### config.mk
export PLATFORM = sky130hd
export DESIGN_NAME = radix2_divider
export DESIGN_NICKNAME = d
export VERILOG_FILES = /design/src/rtl/xalu_pkg.sv /design/src/rtl/radix2_divider.sv
export SDC_FILE = /design/constraint.sdc
export NUM_CORES = 1
export LEC_CHECK = 0
export CAP_MARGIN = 30
export CORE_AREA = 2 2 165 167
export CTS_CLUSTER_SIZE = 14
export DETAILED_ROUTE_END_ITERATION = 10
export DIE_AREA = 0 0 167 169
export GPL_TIMING_DRIVEN = 0
export SYNTH_ARGS = -nofsm -noshare
export SYNTH_HDL_FRONTEND = slang
export SYNTH_SLANG_ARGS = --single-unit
### constraint.sdc
create_clock -name clk -period 5.73 [get_ports clk]
set_clock_uncertainty 0.05 [all_clocks]
set_input_delay 1.146 -clock clk [delete_from_list [all_inputs] [get_ports clk]]
set_output_delay 1.146 -clock clk [all_outputs]
set_load 0.02 [all_outputs]
### src/rtl/xalu_pkg.sv
// rtl/xalu_pkg.sv - shared multiply/divide unit types and constants
package xalu_pkg;

  // Divider sequencing states
  typedef enum logic [1:0] {
    IDLE = 2'd0,
    DIV  = 2'd1,
    FIX  = 2'd2
  } div_state_t;

  localparam int XALU_WIDTH = 32;

  // Quotient produced by the restoring datapath for a non-negative dividend over zero
  localparam logic [XALU_WIDTH-1:0] DIV0_QUOT = '1;

endpackage

### src/rtl/radix2_divider.sv
// rtl/radix2_divider.sv - iterative radix-2 restoring divider on a tvalid/tready stream
module radix2_divider
  import xalu_pkg::*;
#(
  parameter int SIGNED = 1,
  parameter int WIDTH  = XALU_WIDTH
) (
  input  logic               clk,
  input  logic               reset,
  input  logic               s_axis_dividend_tvalid,
  input  logic [WIDTH-1:0]   s_axis_dividend_tdata,
  output logic               s_axis_dividend_tready,
  input  logic               s_axis_divisor_tvalid,
  input  logic [WIDTH-1:0]   s_axis_divisor_tdata,
  output logic               s_axis_divisor_tready,
  output logic               m_axis_dout_tvalid,
  output logic [2*WIDTH-1:0] m_axis_dout_tdata
);

  localparam int CNT_W = (WIDTH > 1) ? $clog2(WIDTH) : 1;
  localparam logic [CNT_W-1:0] CNT_LAST = CNT_W'(WIDTH - 1);

  div_state_t         state_q, state_d;
  logic [CNT_W-1:0]   cnt_q, cnt_d;
  logic [WIDTH:0]     rem_q, rem_d;      // partial remainder, one guard bit
  logic [WIDTH-1:0]   dvd_q, dvd_d;      // dividend magnitude, shifts out as quotient shifts in
  logic [WIDTH-1:0]   dvs_q, dvs_d;      // divisor magnitude
  logic               sa_q, sa_d;
  logic               sb_q, sb_d;
  logic [2*WIDTH-1:0] dout_q, dout_d;
  logic               vld_q, vld_d;

  logic               accept;
  logic               a_neg, b_neg;
  logic [WIDTH:0]     rem_shift;
  logic [WIDTH:0]     trial;
  logic               qbit;
  logic [WIDTH-1:0]   q_fix, r_fix;

  assign s_axis_dividend_tready = (state_q == IDLE);
  assign s_axis_divisor_tready  = (state_q == IDLE);
  assign m_axis_dout_tvalid     = vld_q;
  assign m_axis_dout_tdata      = dout_q;

  // Next-state, datapath step and result formatting
  always_comb begin
    state_d = state_q;
    cnt_d   = cnt_q;
    rem_d   = rem_q;
    dvd_d   = dvd_q;
    dvs_d   = dvs_q;
    sa_d    = sa_q;
    sb_d    = sb_q;
    dout_d  = dout_q;
    vld_d   = 1'b0;

    accept = s_axis_dividend_tready && s_axis_dividend_tvalid && s_axis_divisor_tvalid;
    a_neg  = (SIGNED != 0) && s_axis_dividend_tdata[WIDTH-1];
    b_neg  = (SIGNED != 0) && s_axis_divisor_tdata[WIDTH-1];

    // The guard bit of rem_q is always clear between iterations, so the shift drops nothing
    rem_shift = (rem_q << 1) | {{WIDTH{1'b0}}, dvd_q[WIDTH-1]};
    trial     = rem_shift - {1'b0, dvs_q};
    qbit      = ~trial[WIDTH];

    q_fix = (sa_q ^ sb_q) ? -dvd_q : dvd_q;
    r_fix = sa_q ? -rem_q[WIDTH-1:0] : rem_q[WIDTH-1:0];

    case (state_q)
      IDLE: begin
        if (accept) begin
          sa_d    = a_neg;
          sb_d    = b_neg;
          dvd_d   = a_neg ? -s_axis_dividend_tdata : s_axis_dividend_tdata;
          dvs_d   = b_neg ? -s_axis_divisor_tdata : s_axis_divisor_tdata;
          rem_d   = '0;
          cnt_d   = '0;
          state_d = DIV;
        end
      end
      DIV: begin
        rem_d = qbit ? trial : rem_shift;
        dvd_d = {dvd_q[WIDTH-2:0], qbit};
        cnt_d = cnt_q + CNT_W'(1);
        if (cnt_q == CNT_LAST) begin
          state_d = FIX;
        end
      end
      FIX: begin
        dout_d  = {q_fix, r_fix};
        vld_d   = 1'b1;
        state_d = IDLE;
      end
      default: begin
        state_d = IDLE;
      end
    endcase
  end

  // State and datapath registers with synchronous reset
  always_ff @(posedge clk) begin
    if (reset) begin
      state_q <= IDLE;
      cnt_q   <= '0;
      rem_q   <= '0;
      dvd_q   <= '0;
      dvs_q   <= '0;
      sa_q    <= 1'b0;
      sb_q    <= 1'b0;
      dout_q  <= '0;
      vld_q   <= 1'b0;
    end else begin
      state_q <= state_d;
      cnt_q   <= cnt_d;
      rem_q   <= rem_d;
      dvd_q   <= dvd_d;
      dvs_q   <= dvs_d;
      sa_q    <= sa_d;
      sb_q    <= sb_d;
      dout_q  <= dout_d;
      vld_q   <= vld_d;
    end
  end

endmodule

# ---- Word level (Yosys, flattened, before mapping)
# Cells that the tools add are included.
dict set report word_totals {
  word_cells 45
  out_inout_bits 67
  ff_bits 170
  inputBits 68
}
dict set report op_classes {
  addsub 6
  n_reduce_logical 7
  bitwise 3
  eq_ne 5
  muxes 15
}
# cell count
set ops {}
lappend ops {{$mux 32} 7}
lappend ops {{$neg 32->32} 4}
lappend ops {{$pmux 32 s2} 2}
lappend ops {{$or 33x1->33} 1}
lappend ops {{$sub 33x32->33} 1}
lappend ops {{$pmux 5 s2} 1}
lappend ops {{$reduce_and 2->1} 3}
lappend ops {{$add 5x1->5 const B} 1}
lappend ops {{$eq 5x5->1 const B} 1}
lappend ops {{$mux 5} 1}
lappend ops {{$mux 2} 2}
lappend ops {{$pmux 2 s2} 1}
lappend ops {{$eq 2x1->1 const B} 1}
lappend ops {{$eq 2x2->1 const B} 1}
lappend ops {{$logic_and 1x1->1} 2}
lappend ops {{$logic_not 2->1} 1}
lappend ops {{$ne 2x1->1 const B} 1}
lappend ops {{$ne 2x2->1 const B} 1}
lappend ops {{$reduce_bool 2->1} 1}
lappend ops {{$mux 1} 1}
lappend ops {{$not 1->1} 1}
lappend ops {{$xor 1x1->1} 1}

# ---- Longest topological paths before layout
# Gate-level depths: netlist (run 1).
dict set report logic_depth {
  word_depth 5
  depth_mapped 13
  mapped_depth_nobuf 12
}

# ---- Worst setup path after synthesis (run 1)
# OpenSTA, ideal clock, no wires.
dict set report synth_timing {
  path_type {in2reg}
  start {in s_axis_dividend_tdata[6]}
  end {reg dvd_q[26]}
  arrival_time_ns 3.980
  path_slack_ns 1.630
  setup_time_ns 0.070
  stages 9
  t_required_ns 5.610
  path_buffers 0
  cell_sequence {or4_4 > or4_4 > or3_4 > or4_4 > or4_4 > o41ai_4 > xnor2_1 > nand2_1 > a21oi_1}
}
dict set report synth_via {
  elab_chain_len 4
}
# item line
set synth_lines {}
lappend synth_lines {{start: declaration} radix2_divider.sv:11} ;# input logic [WIDTH-1:0] s_axis_dividend_tdata,
lappend synth_lines {{$neg 32->32} radix2_divider.sv:74} ;# dvd_d = a_neg ? -s_axis_dividend_tdata : s_axis_dividend_tdata;
lappend synth_lines {{$mux 32} radix2_divider.sv:74}
lappend synth_lines {{$mux 32} radix2_divider.sv:71} ;# if (accept) begin
lappend synth_lines {{$pmux 32 s2} radix2_divider.sv:69} ;# case (state_q)
lappend synth_lines {{end signal: assignment} radix2_divider.sv:116} ;# dvd_q <= dvd_d;
lappend synth_lines {{end: declaration} radix2_divider.sv:26} ;# logic [WIDTH-1:0] dvd_q, dvd_d;
# No other way between the ends. The select of a mux whose other input is x is not followed.
# A chain may end at the register's enable or synchronous reset.

# ---- Worst setup path after layout (run 1)
dict set report layout_timing {
  start {in s_axis_dividend_tdata[4]}
  end {reg dvd_q[29]}
}
# The elaborated chain is that of the path after synthesis.

==> results of run 1 <==
## cells in the mapped netlist (all sizes together), types with 3 or more instances
cell type	number
o31ai	30
ha	38
and3	5
nand2	144
a21o	11
nor2b	6
o41ai	17
nor2	129
o21bai	5
o21a	3
o211ai	4
o21ai	89
xnor2	68
or4	20
mux2i	29
or2	6
a22oi	29
a311oi	7
nand2b	12
buf	6
a21oi	96
nand3b	8
a22o	4
inv	49
nand3	14
dfxtp	170
nand4	6
o2bb2a	6
xor2	72
nor3	17
clkbuf	72
a31oi	6
or3	23
nor4	5
a211oi	80
## final timing paths
path / to / slack, ns
setup reg to reg: rem_q[29] / 1.50
hold reg to reg: m_axis_dout_tdata[11] / 0.40
hold / removal: m_axis_dout_tdata[11] / 0.40
setup / recovery: dvd_q[29] / 1.40
## state kept, by name, indices dropped and copies added (netlist names)
register / cells
m_axis_dout_tdata: 64
dvs_q: 32
sa_q: 1
dvd_q: 32
cnt_q: 5
rem_q: 32
state_q: 2
sb_q: 1
m_axis_dout_tvalid: 1
## metal layers
layer | global-route usage [%] | up-vias | routed length [um]
met5 | 0 | - | 0
met4 | 4.20 | 0 | 258
met3 | 3.30 | 21 | 1510
met2 | 31.4 | 274 | 12300
met1 | 31.9 | 4433 | 15700
li1 | - | 4993 | -
## critical path, delay by kind of cell
family          cells  cell delay, ns
simple gates        6            2.47
xor+xnor            1            0.15
buf+inv             1            0.48
compound gates      2            0.40
## area by class of cell
cell class                      instances  area [um2]  area share, %
Buffer                                 78         298           2.33
Clock buffer                           21         470           3.69
Clock inverter                         11         138           1.08
Inverter                               49         184           1.44
Multi-Input combinational cell       1008        6500           50.9
Sequential cell                       170        3400           26.7
Tap cell                              341         427           3.34
Timing Repair Buffer                  134        1340           10.5
## kinds of logic after synthesis
kind of cell             count (synthesis)  synth area share [%]
AO/OA/AOI/OAI                          401                  25.5
buffers and inverters                  127                  4.64
XOR/XNOR                               140                  11.8
AND/OR/NAND/NOR                        399                  17.7
adder cells (fa/ha/maj)                 39                  4.77
multiplexers                            29                  2.79
flip-flops                             170                  32.8
## metrics by stage
stage	utilization, %	total power (uW)	setup WS (ns)	instance area (um2)
after global placement	45.9	4000	1.02	12200
after floorplan	-	3410	1.63	10400
after CTS	48.2	5210	1.42	12800
after global routing	48.2	5610	1.19	12800
final	48.2	5210	1.40	12800
after detailed placement	45.9	4010	0.970	12200
## power groups by stage
stage / logic, uW / registers, uW / clock network [uW]
2_1_floorplan: 2020 / 1390 / 0
3_3_place_gp: 2550 / 1450 / 0
3_5_place_dp: 2560 / 1450 / 0
4_1_cts: 2580 / 1430 / 1210
5_1_grt: 2890 / 1450 / 1270
6_report: 2580 / 1430 / 1190
==> metrics.csv, run 1 <==
stage,metric,value,unit
setup_path,crit_top_cell,or4_4,
timing,hold_ws,0.399,ns
timing,tightest_slew,0.874,ns
detailed_routing,wl_per_cell,16.4,um
detailed_routing,via_per_inst,5.36,
timing,grt_setup_unrepaired,no,
clock_network,cts_max_path_buffers,2,
setup_path,crit_required,6.05,ns
setup_path,path_class,in -> reg,
clock_network,clock-sinks,170,
power,p_sw_share,41.1,%
timing,min_period,4.33,ns
worst_hold_path,min_path_type,reg -> reg,
synthesis,synth_area_leaders,"dfxtp_1 (33%), xor2_1 (6.1%), a211oi_1 (5.8%)",
layout,fin_nets,1565,
setup_path,r2r-start,rem_q[22],
detailed_routing,dr.first_iter.drc_count,627,
timing,finalSetupViolations,0,
synthesis,synthArstFlopShare,0,%
setup_path,slowest_delay,0.56,ns
timing,timing.fmax,231,MHz
placement,gp_congestion,0.870,
clock_network,clk_latency,0.44,ns
synthesis,synthFlopType,dfxtp_1,
synthesis,syn_area,10400,um2
clock_network,cts_buffers,17,
power,powerDensity,408,nW/um2
synthesis,postSynthNetCount,1412,
detailed_routing,dr.pass1.iters,5,
power,power_frac_seq,27.5,%
timing,final_hold_viol_count,0,
worst_hold_path,hold_start,m_axis_dout_tdata[11],
power,peakVddDrop,267,uV
setup_path,startpoint,s_axis_dividend_tdata[4],
clock_network,ctsHoldBuffers,0,
clock_network,cts_tree,built,
synthesis,synth_top_area_cell,dfxtp_1,
clock_network,h-tree-depth,4,
clock_network,postCtsSetupBuffers,0,
setup_path,cp_cell_sequence,clkdlybuf4s50_1 > or4_4 > or4_4 > or3_1 > or4_1 > or4_4 > o41ai_2 > xnor2_1 > nand2_1 > a21oi_1,
layout,fill_cells,2680,
layout,layout_commonest_cell,dfxtp_1,
power,p_switching,2140,uW
worst_hold_path,holdPathStages,2,
timing,slew_viol_final,0,
synthesis,synthCells,1305,
synthesis,synth_area_per_cell,7.96,um2
layout,drive_gt1_share,3.40,%
global_routing,track_usage,21.0,%
layout,num_antenna_cells,0,
global_routing,grt_pass1_wl,48200,um
setup_path,crit_path_end_kind,flop,
die,die_height,169,um
timing,fin_setup_tns,0,ns
outcome,outcome,"finished, final reports clean",
die,core_area,26500,um2
global_routing,grt_max_degree,17,
power,p_leak,0.00451,uW
layout,layout_common_cells,"dfxtp_1 (170), nand2_1 (144), clkdlybuf4s50_1 (134)",
global_routing,antenna_found_initial,0,
layout,area_growth,22.9,%
detailed_routing,finalWirelength,29800,um
timing,fin_crit_sh,75.6,%
synthesis,synth.yosys.warnings,0,
die,rows,60,
die,die_area,28200,um2
setup_path,arrival,4.65,ns
placement,portBuffers,134,
setup_path,crit_path_max_fanout,5,
global_routing,grt_pass1_vias,9007,
synthesis,yosys.area.top_type_share,32.8,%
global_routing,grt_overflow,0,
die,die_x,167,um
setup_path,startpoint_type,input pin,
power,combinationalPowerShare,49.6,%
clock_network,cts_resized,0,
power,power_frac_clock,22.9,%
synthesis,synth_seq_cells,170,
synthesis,yosysUniqueCellTypes,56,
synthesis,seq_area_frac_synth,32.8,%
placement,dp.cells,1780,
detailed_routing,ant_nets,0,
die,ios,135,
clock_network,clockRootBuffer,clkbuf_16,
clock_network,clk_pin_slew,0.07,ns
detailed_routing,vias,9721,
synthesis,synth_edf_count,0,
timing,relSlewSlack,41.7,%
placement,hpwl,23800,um
layout,fin_cells,1812,
detailed_routing,drcViolationCount,0,
run,cap_violations,0,
die,initial_core_util,39.2,%
setup_path,worstRegToRegCells,10,
setup_path,cp_slowest_cell,or4_4,
power,intPower,3070,uW
(Power assumes the default switching activity.)
==> inputs of run 2 (changes only) <==
==> constraint.sdc (replaced) <==
create_clock -name clk -period 3.6 [get_ports clk]
set_clock_uncertainty 0.05 [all_clocks]
set_input_delay 0.72 -clock clk [delete_from_list [all_inputs] [get_ports clk]]
set_output_delay 0.72 -clock clk [all_outputs]
set_load 0.02 [all_outputs]
==> metrics.csv, run 2 (same netlist as run 1, synthesis figures left out) <==
stage,metric,value,unit,change
timing,relSlewSlack,43.3,%,+1.6 points
setup_path,crit_path_end_kind,flop,,
timing,hold_ws,0.404,ns,+0.00471 ns
setup_path,path_delay_family,simple AND/OR/NAND/NOR gates,,
setup_path,cp_slowest_cell,or4_4,,
setup_path,slowest_delay,0.53,ns,-0.03 ns
die,core_area,26500,um2,unchanged
setup_path,crit_path_max_fanout,5,,unchanged
setup_path,reg2reg_slack,0.27,ns,-1.23 ns
clock_network,clockRootBuffer,clkbuf_16,,
timing,slew_viol_final,0,,unchanged
setup_path,arrival,3.86,ns,-0.79 ns
detailed_routing,via_per_inst,5.42,,+0.98%
layout,area_growth,24.4,%,
layout,layout_commonest_cell,dfxtp_1,,
clock_network,clk_latency,0.43,ns,about the same
clock_network,h-tree-depth,4,,unchanged
timing,min_period,3.55,ns,
power,p_leak,0.00464,uW,+2.8%
clock_network,cts_max_path_buffers,2,,unchanged
layout,fin_nets,1574,,+0.58%
setup_path,r2r-start,dvd_q[31],,
detailed_routing,dr.first_iter.drc_count,732,,+17%
clock_network,cts_tree,built,,
setup_path,worstRegToRegCells,14,,+4
clock_network,cts_buffers,17,,unchanged
clock_network,clock-sinks,170,,unchanged
timing,grt_setup_unrepaired,no,,
placement,portBuffers,134,,unchanged
placement,gp_congestion,0.919,,+5.6%
detailed_routing,dr.pass1.iters,5,,unchanged
setup_path,path_class,in -> reg,,
setup_path,crit_required,3.92,ns,-2.13 ns
power,power,8350,uW,+60%
power,peakVddDrop,413,uV,+54%
die,die_x,167,um,unchanged
layout,num_antenna_cells,0,,unchanged
setup_path,startpoint_type,input pin,,
detailed_routing,vias,9865,,+1.5%
global_routing,grt_pass1_wl,48500,um,+0.69%
die,die_height,169,um,unchanged
global_routing,track_usage,21.2,%,+0.13 points
setup_path,cp_cell_sequence,buf_8 > or4_4 > buf_4 > or4_4 > or3_4 > or4_4 > or4_4 > o41ai_4 > xnor2_1 > nand2_1 > a21oi_1,,
die,initial_core_util,39.2,%,unchanged
global_routing,grt_overflow,0,,unchanged
timing,fin_setup_tns,0,ns,unchanged
global_routing,antenna_found_initial,0,,unchanged
layout,largest_reg_flops,64,,unchanged
timing,tightest_slew,0.850,ns,-0.0241 ns
detailed_routing,ant_nets,0,,unchanged
die,ios,135,,unchanged
timing,final_hold_viol_count,0,,unchanged
timing,finalSetupViolations,0,,unchanged
detailed_routing,wl_per_cell,16.6,um,+1.3%
setup_path,crit_top_cell,or4_4,,
power,powerDensity,646,nW/um2,+58%
die,rows,60,,unchanged
worst_hold_path,min_path_type,reg -> reg,,
outcome,outcome,"finished, final reports clean",,
global_routing,grt_pass1_vias,9128,,+1.3%
setup_path,rr_endpoint,rem_q[6],,
die,die_area,28200,um2,unchanged
run,cap_violations,0,,unchanged
detailed_routing,finalWirelength,30300,um,+1.8%
worst_hold_path,holdPathStages,2,,unchanged
detailed_routing,drcViolationCount,0,,unchanged
setup_path,cp_num_buf_inv,2,,+1
setup_path,path_depth,11,,+1
layout,drive_gt1_share,5.95,%,+2.5 points
placement,hpwl,23900,um,+0.69%
layout,layout_common_cells,"dfxtp_1 (168), nand2_1 (144), nor2_1 (129)",,
timing,timing.fmax,282,MHz,
clock_network,clk_pin_slew,0.07,ns,about the same
worst_hold_path,min_to,m_axis_dout_tdata[28],,
worst_hold_path,hold_start,m_axis_dout_tdata[28],,
layout,fill_cells,2667,,-0.49%
timing,fin_crit_sh,98.5,%,
global_routing,grt_max_degree,17,,unchanged
-- run 2: area by class of cell --
cell class	count	area, um2	area share [%]
clock buffer	19	443	3.43
buffer	78	304	2.35
inverter	49	184	1.42
clock inverter	13	133	1.03
sequential	170	3410	26.4
timing repair buffer	143	1420	11.0
multi-input combinational	1008	6610	51.1
tap	341	427	3.30
-- run 2: layer usage --
metal  up-vias  global-route usage (%)  routed length, um
met1      4572                    31.6              15500
met4         0                    4.35                287
met5         -                       0                  0
met3        22                    3.18               1620
met2       258                    32.2              12900
li1       5013                       -                  -
-- run 2: metrics by stage --
| step | worst slack, ns | util (%) | instance area [um2] | instances |
|---|---|---|---|---|
| after floorplan | -0.0741 | - | 10400 | 1305 |
| after global placement | -0.687 | 45.9 | 12200 | 1780 |
| after detailed placement | -0.709 | 45.9 | 12200 | 1780 |
| after CTS | -0.00819 | 48.4 | 12800 | 1819 |
| after global routing | 0.000681 | 48.8 | 12900 | 1821 |
| final | 0.0550 | 48.8 | 12900 | 1821 |
-- run 2: how the worst max path moves through the flow --
stage / slack [ns] / end / from
CTS: -0.008 / dvd_q[26] / s_axis_dividend_tdata[4]
global route: 0.0007 / dvd_q[28] / s_axis_dividend_tdata[1]
finish: 0.05 / dvd_q[29] / s_axis_dividend_tdata[4]
global placement: -0.69 / dvd_q[29] / s_axis_dividend_tdata[4]
detailed placement: -0.71 / dvd_q[26] / s_axis_dividend_tdata[4]
floorplan: -0.07 / dvd_q[26] / s_axis_dividend_tdata[6]
-- run 2: power breakdown --
| group | switching [uW] | leakage [uW] | internal (uW) |
|---|---|---|---|
| combinational | 2370 | 0.00297 | 1870 |
| sequential | 258 | 0.00138 | 2020 |
| clock | 832 | 0.000287 | 995 |
| total | 3460 | 0.00464 | 4880 |
-- run 2: what timing repair did --
item | CTS | global route
buffers inserted | 7 | 2
setup endpoints to repair | 41 | 47
gates resized for setup | 31 | 30
pin swaps | 10 | 8
hold endpoints to repair | 0 | 0
hold buffers | 0 | 0
-- run 2: tightest hold or removal path: cells and delay by family, from the launching register on --
kind	cells	cell delay (ns)
simple gates	1	0.05
compound gates	1	0.05
flops	1	0.31
==> inputs of run 3 (changes only) <==
--- a/config.mk
+++ b/config.mk
@@ -5,7 +5,7 @@
 export SDC_FILE = /design/constraint.sdc
 export NUM_CORES = 1
 export LEC_CHECK = 0
-export CAP_MARGIN = 30
+export CAP_MARGIN = 10
 export CORE_AREA = 2 2 165 167
 export CTS_CLUSTER_SIZE = 14
 export DETAILED_ROUTE_END_ITERATION = 10
==> results of run 3 <==
Final layout, timing and power as in run 2 (identical DEF).
